[config.mk]
export PLATFORM = sky130hd
export DESIGN_NAME = rs232_tx_piso
export DESIGN_NICKNAME = d
export VERILOG_FILES = /design/src/rtl/rs232_tx_piso.sv
export SDC_FILE = /design/constraint.sdc
export NUM_CORES = 1
export LEC_CHECK = 0
export CAP_MARGIN = 5
export CORE_AREA = 4 4 70 56
export DETAILED_ROUTE_END_ITERATION = 8
export DIE_AREA = 0 0 74 60
export PLACE_DENSITY = 0.69
export SLEW_MARGIN = 20
export SYNTH_ARGS = -nofsm -noshare
export SYNTH_HDL_FRONTEND = slang
export SYNTH_SLANG_ARGS = --single-unit
[constraint.sdc]
create_clock -name clk_i -period 2.65 [get_ports clk_i]
set_clock_uncertainty 0.05 [all_clocks]
set_input_delay 0.53 -clock clk_i [delete_from_list [all_inputs] [get_ports clk_i]]
set_output_delay 0.53 -clock clk_i [all_outputs]
set_load 0.01 [all_outputs]
[src/rtl/rs232_tx_piso.sv]
// RS-232 serial transmitter: start bit, LSB-first data, optional even parity, stop bit(s).
// Optional parity bit enabled by defining RS232_TX_PARITY_EN.
module rs232_tx_piso #(
    parameter int unsigned Width    = 8,
    parameter int unsigned BaudDiv  = 434,
    parameter int unsigned StopBits = 1
) (
    input  logic             clk_i,
    input  logic             rst_ni,
    input  logic             start_i,
    input  logic [Width-1:0] din_i,
    output logic             tx_o,
    output logic             busy_o,
    output logic             done_o
);

    localparam int unsigned BaudW = $clog2(BaudDiv);
    localparam int unsigned BitW  = $clog2(Width + 1);

    localparam logic [BaudW-1:0] BaudLast = BaudW'(BaudDiv - 1);
    localparam logic [BitW-1:0]  DataLast = BitW'(Width - 1);
    localparam logic [BitW-1:0]  StopLast = BitW'(StopBits - 1);

`ifdef RS232_TX_PARITY_EN
    typedef enum logic [2:0] {StIdle, StStart, StData, StParity, StStop} state_e;
`else
    typedef enum logic [1:0] {StIdle, StStart, StData, StStop} state_e;
`endif

    state_e             state_q, state_d;
    logic [Width-1:0]   shreg_q, shreg_d;
    logic [BaudW-1:0]   baud_q, baud_d;
    logic [BitW-1:0]    bit_q, bit_d;
    logic               tx_q, tx_d;
    logic               busy_q, busy_d;
    logic               done_q, done_d;
    logic               bit_end;
`ifdef RS232_TX_PARITY_EN
    logic               parity_q, parity_d;
`endif

    assign bit_end = (baud_q == BaudLast);

    always_comb begin
        state_d = state_q;
        shreg_d = shreg_q;
        baud_d  = baud_q;
        bit_d   = bit_q;
        tx_d    = tx_q;
        busy_d  = busy_q;
        done_d  = 1'b0;
`ifdef RS232_TX_PARITY_EN
        parity_d = parity_q;
`endif
        if (state_q != StIdle) begin
            baud_d = bit_end ? '0 : baud_q + 1'b1;
        end

        unique case (state_q)
            StIdle: begin
                tx_d   = 1'b1;
                busy_d = 1'b0;
                if (start_i) begin
                    shreg_d = din_i;
                    baud_d  = '0;
                    bit_d   = '0;
                    state_d = StStart;
                    tx_d    = 1'b0;
                    busy_d  = 1'b1;
`ifdef RS232_TX_PARITY_EN
                    parity_d = ^din_i;
`endif
                end
            end
            StStart: begin
                if (bit_end) begin
                    state_d = StData;
                    tx_d    = shreg_q[0];
                end
            end
            StData: begin
                if (bit_end) begin
                    shreg_d = shreg_q >> 1;
                    if (bit_q == DataLast) begin
                        // Bit counter is reused to count stop bits.
                        bit_d = '0;
`ifdef RS232_TX_PARITY_EN
                        state_d = StParity;
                        tx_d    = parity_q;
`else
                        state_d = StStop;
                        tx_d    = 1'b1;
`endif
                    end else begin
                        bit_d = bit_q + 1'b1;
                        tx_d  = shreg_d[0];
                    end
                end
            end
`ifdef RS232_TX_PARITY_EN
            StParity: begin
                if (bit_end) begin
                    state_d = StStop;
                    tx_d    = 1'b1;
                end
            end
`endif
            StStop: begin
                tx_d = 1'b1;
                if (bit_end) begin
                    if (bit_q == StopLast) begin
                        state_d = StIdle;
                        bit_d   = '0;
                        busy_d  = 1'b0;
                        done_d  = 1'b1;
                    end else begin
                        bit_d = bit_q + 1'b1;
                    end
                end
            end
            default: begin
                state_d = StIdle;
                tx_d    = 1'b1;
                busy_d  = 1'b0;
            end
        endcase
    end

    always_ff @(posedge clk_i or negedge rst_ni) begin
        if (!rst_ni) begin
            state_q <= StIdle;
            shreg_q <= '0;
            baud_q  <= '0;
            bit_q   <= '0;
            tx_q    <= 1'b1;
            busy_q  <= 1'b0;
            done_q  <= 1'b0;
`ifdef RS232_TX_PARITY_EN
            parity_q <= 1'b0;
`endif
        end else begin
            state_q <= state_d;
            shreg_q <= shreg_d;
            baud_q  <= baud_d;
            bit_q   <= bit_d;
            tx_q    <= tx_d;
            busy_q  <= busy_d;
            done_q  <= done_d;
`ifdef RS232_TX_PARITY_EN
            parity_q <= parity_d;
`endif
        end
    end

    assign tx_o   = tx_q;
    assign busy_o = busy_q;
    assign done_o = done_q;

endmodule

==> flow_metrics.tcl <==
set metrics [dict create \
    max_stage_delay_ns 0.57 \
    fin_nets 181 \
    synthFlopType "dfrtp_1" \
    grt_max_degree 27 \
    worstMarginPinSlew_ns 0.5953 \
    crit_buf_inv 0 \
    dpl.cell_count 197 \
    cts_buffer_depth 2 \
    syn_inst 144 \
    clock_latency_ns 0.27 \
    setup_slack_ns 0.2657 \
    yosysSeqAreaShare 0.4229 \
    relSlewSlack 0.6031 \
    post-cts-setup-buffer-count 0 \
    coreArea_um2 3221 \
    drt_iter0_markers 51 \
    p_per_area_nw_per_um2 393.7 \
    vias_per_cell 5.841 \
    mappedNetlistNets 163 \
    portBuffers 13 \
    fin_tns_setup_ns 0 \
    dp_hpwl_um 2288 \
    start_util 0.4786 \
    synthDominantCellAreaShare 0.4058 \
    grt_util_all_layers 0.1615 \
    end_kind "register" \
    slew_viol_final 0 \
    cts_buffers 3 \
    netlist.top_cell.by_area "dfrtp_1" \
    antenna_cells 0 \
    ys_ff_latch 26 \
    grt_pass1_wl_um 5499 \
    layout_commonest_cell "dfrtp_1" \
    rsz0062_at_grt "no" \
    max_freq_mhz 419.4 \
    grt-ovfl-total 0 \
    fin_crit_sh 0.8997 \
    synth-edff-count 0 \
    clkTransAtPathRegs_ns 0.09 \
    async_reset_ff_frac 1.000 \
    routed_wirelength_um 3184 \
    path_cells "or4b_4 -> or2_1 -> a211o_1 -> mux2_4" \
    status "finished clean" \
    cts-root-buf "clkbuf_8" \
    arrival_ns 2.49 \
    dr_total_vias 1174 \
    dpl_worst_slack_ns 0.2798 \
    final.min_clock_period_ns 2.384 \
    die-area_um2 4440 \
    critPathLaunchType "register" \
    ant_nets 0 \
    cts_sinks 26 \
    first_global_vias 1129 \
    path_class "register to register" \
    syn_to_final_growth_pct 15.50 \
    hold_path.class "register to register" \
    peakVddDrop_mv 0.2756 \
    fin_cells 201 \
    rows 18 \
    gp_congestion 0.7879 \
    hold_violations 0 \
    maxCapViolations 0 \
    ys.warnings.count 0 \
    fp.dieH_um 60 \
    wire_per_inst_um 15.84 \
    route.detailed.drc 0 \
    critPathTopFamily "simple AND/OR/NAND/NOR gates" \
    synthDistinctLibCells 44 \
    antenna_found_initial 0 \
    layout-drive-gt1-share 0.1863 \
    power_leakage_uw 0.0008571 \
    cts_tree "yes" \
    ios 14 \
    ctsResizeCount 0 \
    required_ns 2.76 \
    postSynthAreaPerCell_um2 10.70 \
    yosys-top-cells-area "dfrtp_1 (41%), mux2_4 (6.8%), mux2_2 (6.6%)" \
    final_cell_mix "dfrtp_1 (25), clkdlybuf4s50_1 (13), nor2_1 (9), mux2_2 (9)" \
    syn-cell-area_um2 1541 \
    htree_num_levels 1 \
    hold_slack_ns 0.4770 \
    dr.pass1.iters 4 \
    crit_fanout 8 \
    fp.dieW_um 74 \
    cts_hold_buf 0 \
    crit_slowest_cell "or4b_4" \
    setup_viol 0 \
]
==> sequential cells by signal, summed over array words and instances, names as in the netlist <==
| register | flops |
|---|---|
| baud_q | 9 |
| bit_q | 4 |
| busy_o | 1 |
| done_o | 1 |
| shreg_q | 8 |
| state_q | 2 |
| tx_o | 1 |
==> final cells by class <==
cell class | instances | area [µm²]
clock buffers | 4 | 55.05
fillers | 266 | 1440
inverters | 7 | 26.28
multi-input cells | 106 | 829.5
flip-flops and latches | 26 | 651.9
well taps | 40 | 50.05
repair buffers | 18 | 167.7
==> metal layers <==
metal | GRT usage | wire (µm) | vias up
li1 | - | - | 562
met1 | 0.2103 | 1456 | 581
met2 | 0.2689 | 1565 | 27
met3 | 0.04202 | 135 | 4
met4 | 0.03876 | 27 | 0
met5 | 0 | 0 | -
==> cells in the mapped netlist (all sizes together) (3+ instances only) <==
cell type  number
ha              8
nand2           8
nand3           4
clkbuf          3
inv             7
a31oi           5
a21oi           4
a211o           3
and3            5
mux2i           3
dfrtp          25
nor3            3
mux2           16
nor2            9
o21ai           7
==> kinds of logic (layout without fill, tap and decap cells) <==
family,after synthesis,after routing,synth area share
fa+ha+maj,8,8,0.06494
compound gates,35,35,0.1599
simple gates,44,44,0.1599
flops,26,26,0.4229
buf+inv,12,29,0.03896
mux,19,19,0.1534
==> path summary, 6_finish.rpt <==
kind	start	cells after the start	endpoint	slack, ns
min	shreg_q[4]	1	shreg_q[4]	0.48
min reg2reg	shreg_q[4]	1	shreg_q[4]	0.48
max in group asynchronous	rst_ni	2	tx_o	1.68
max	baud_q[3]	4	shreg_q[2]	0.27
min in group asynchronous	rst_ni	2	baud_q[1]	0.56
max reg2reg	baud_q[3]	4	shreg_q[2]	0.27
==> through the flow <==
stage               instance area, µm²  power, µW  utilization
finish                            1780      701.0       0.5528
detailed placement                1725      454.3       0.5357
CTS                               1780      714.2       0.5528
global placement                  1725      452.8       0.5357
global route                      1780      730.0       0.5528
floorplan                         1541      426.6            -
==> power breakdown <==
group,total (µW),internal [µW],switching [µW]
logic,39.9,26.0,13.9
clock network,255,133,123
registers,406,402,3.83
No activity file was read; power rests on OpenSTA's default activity.
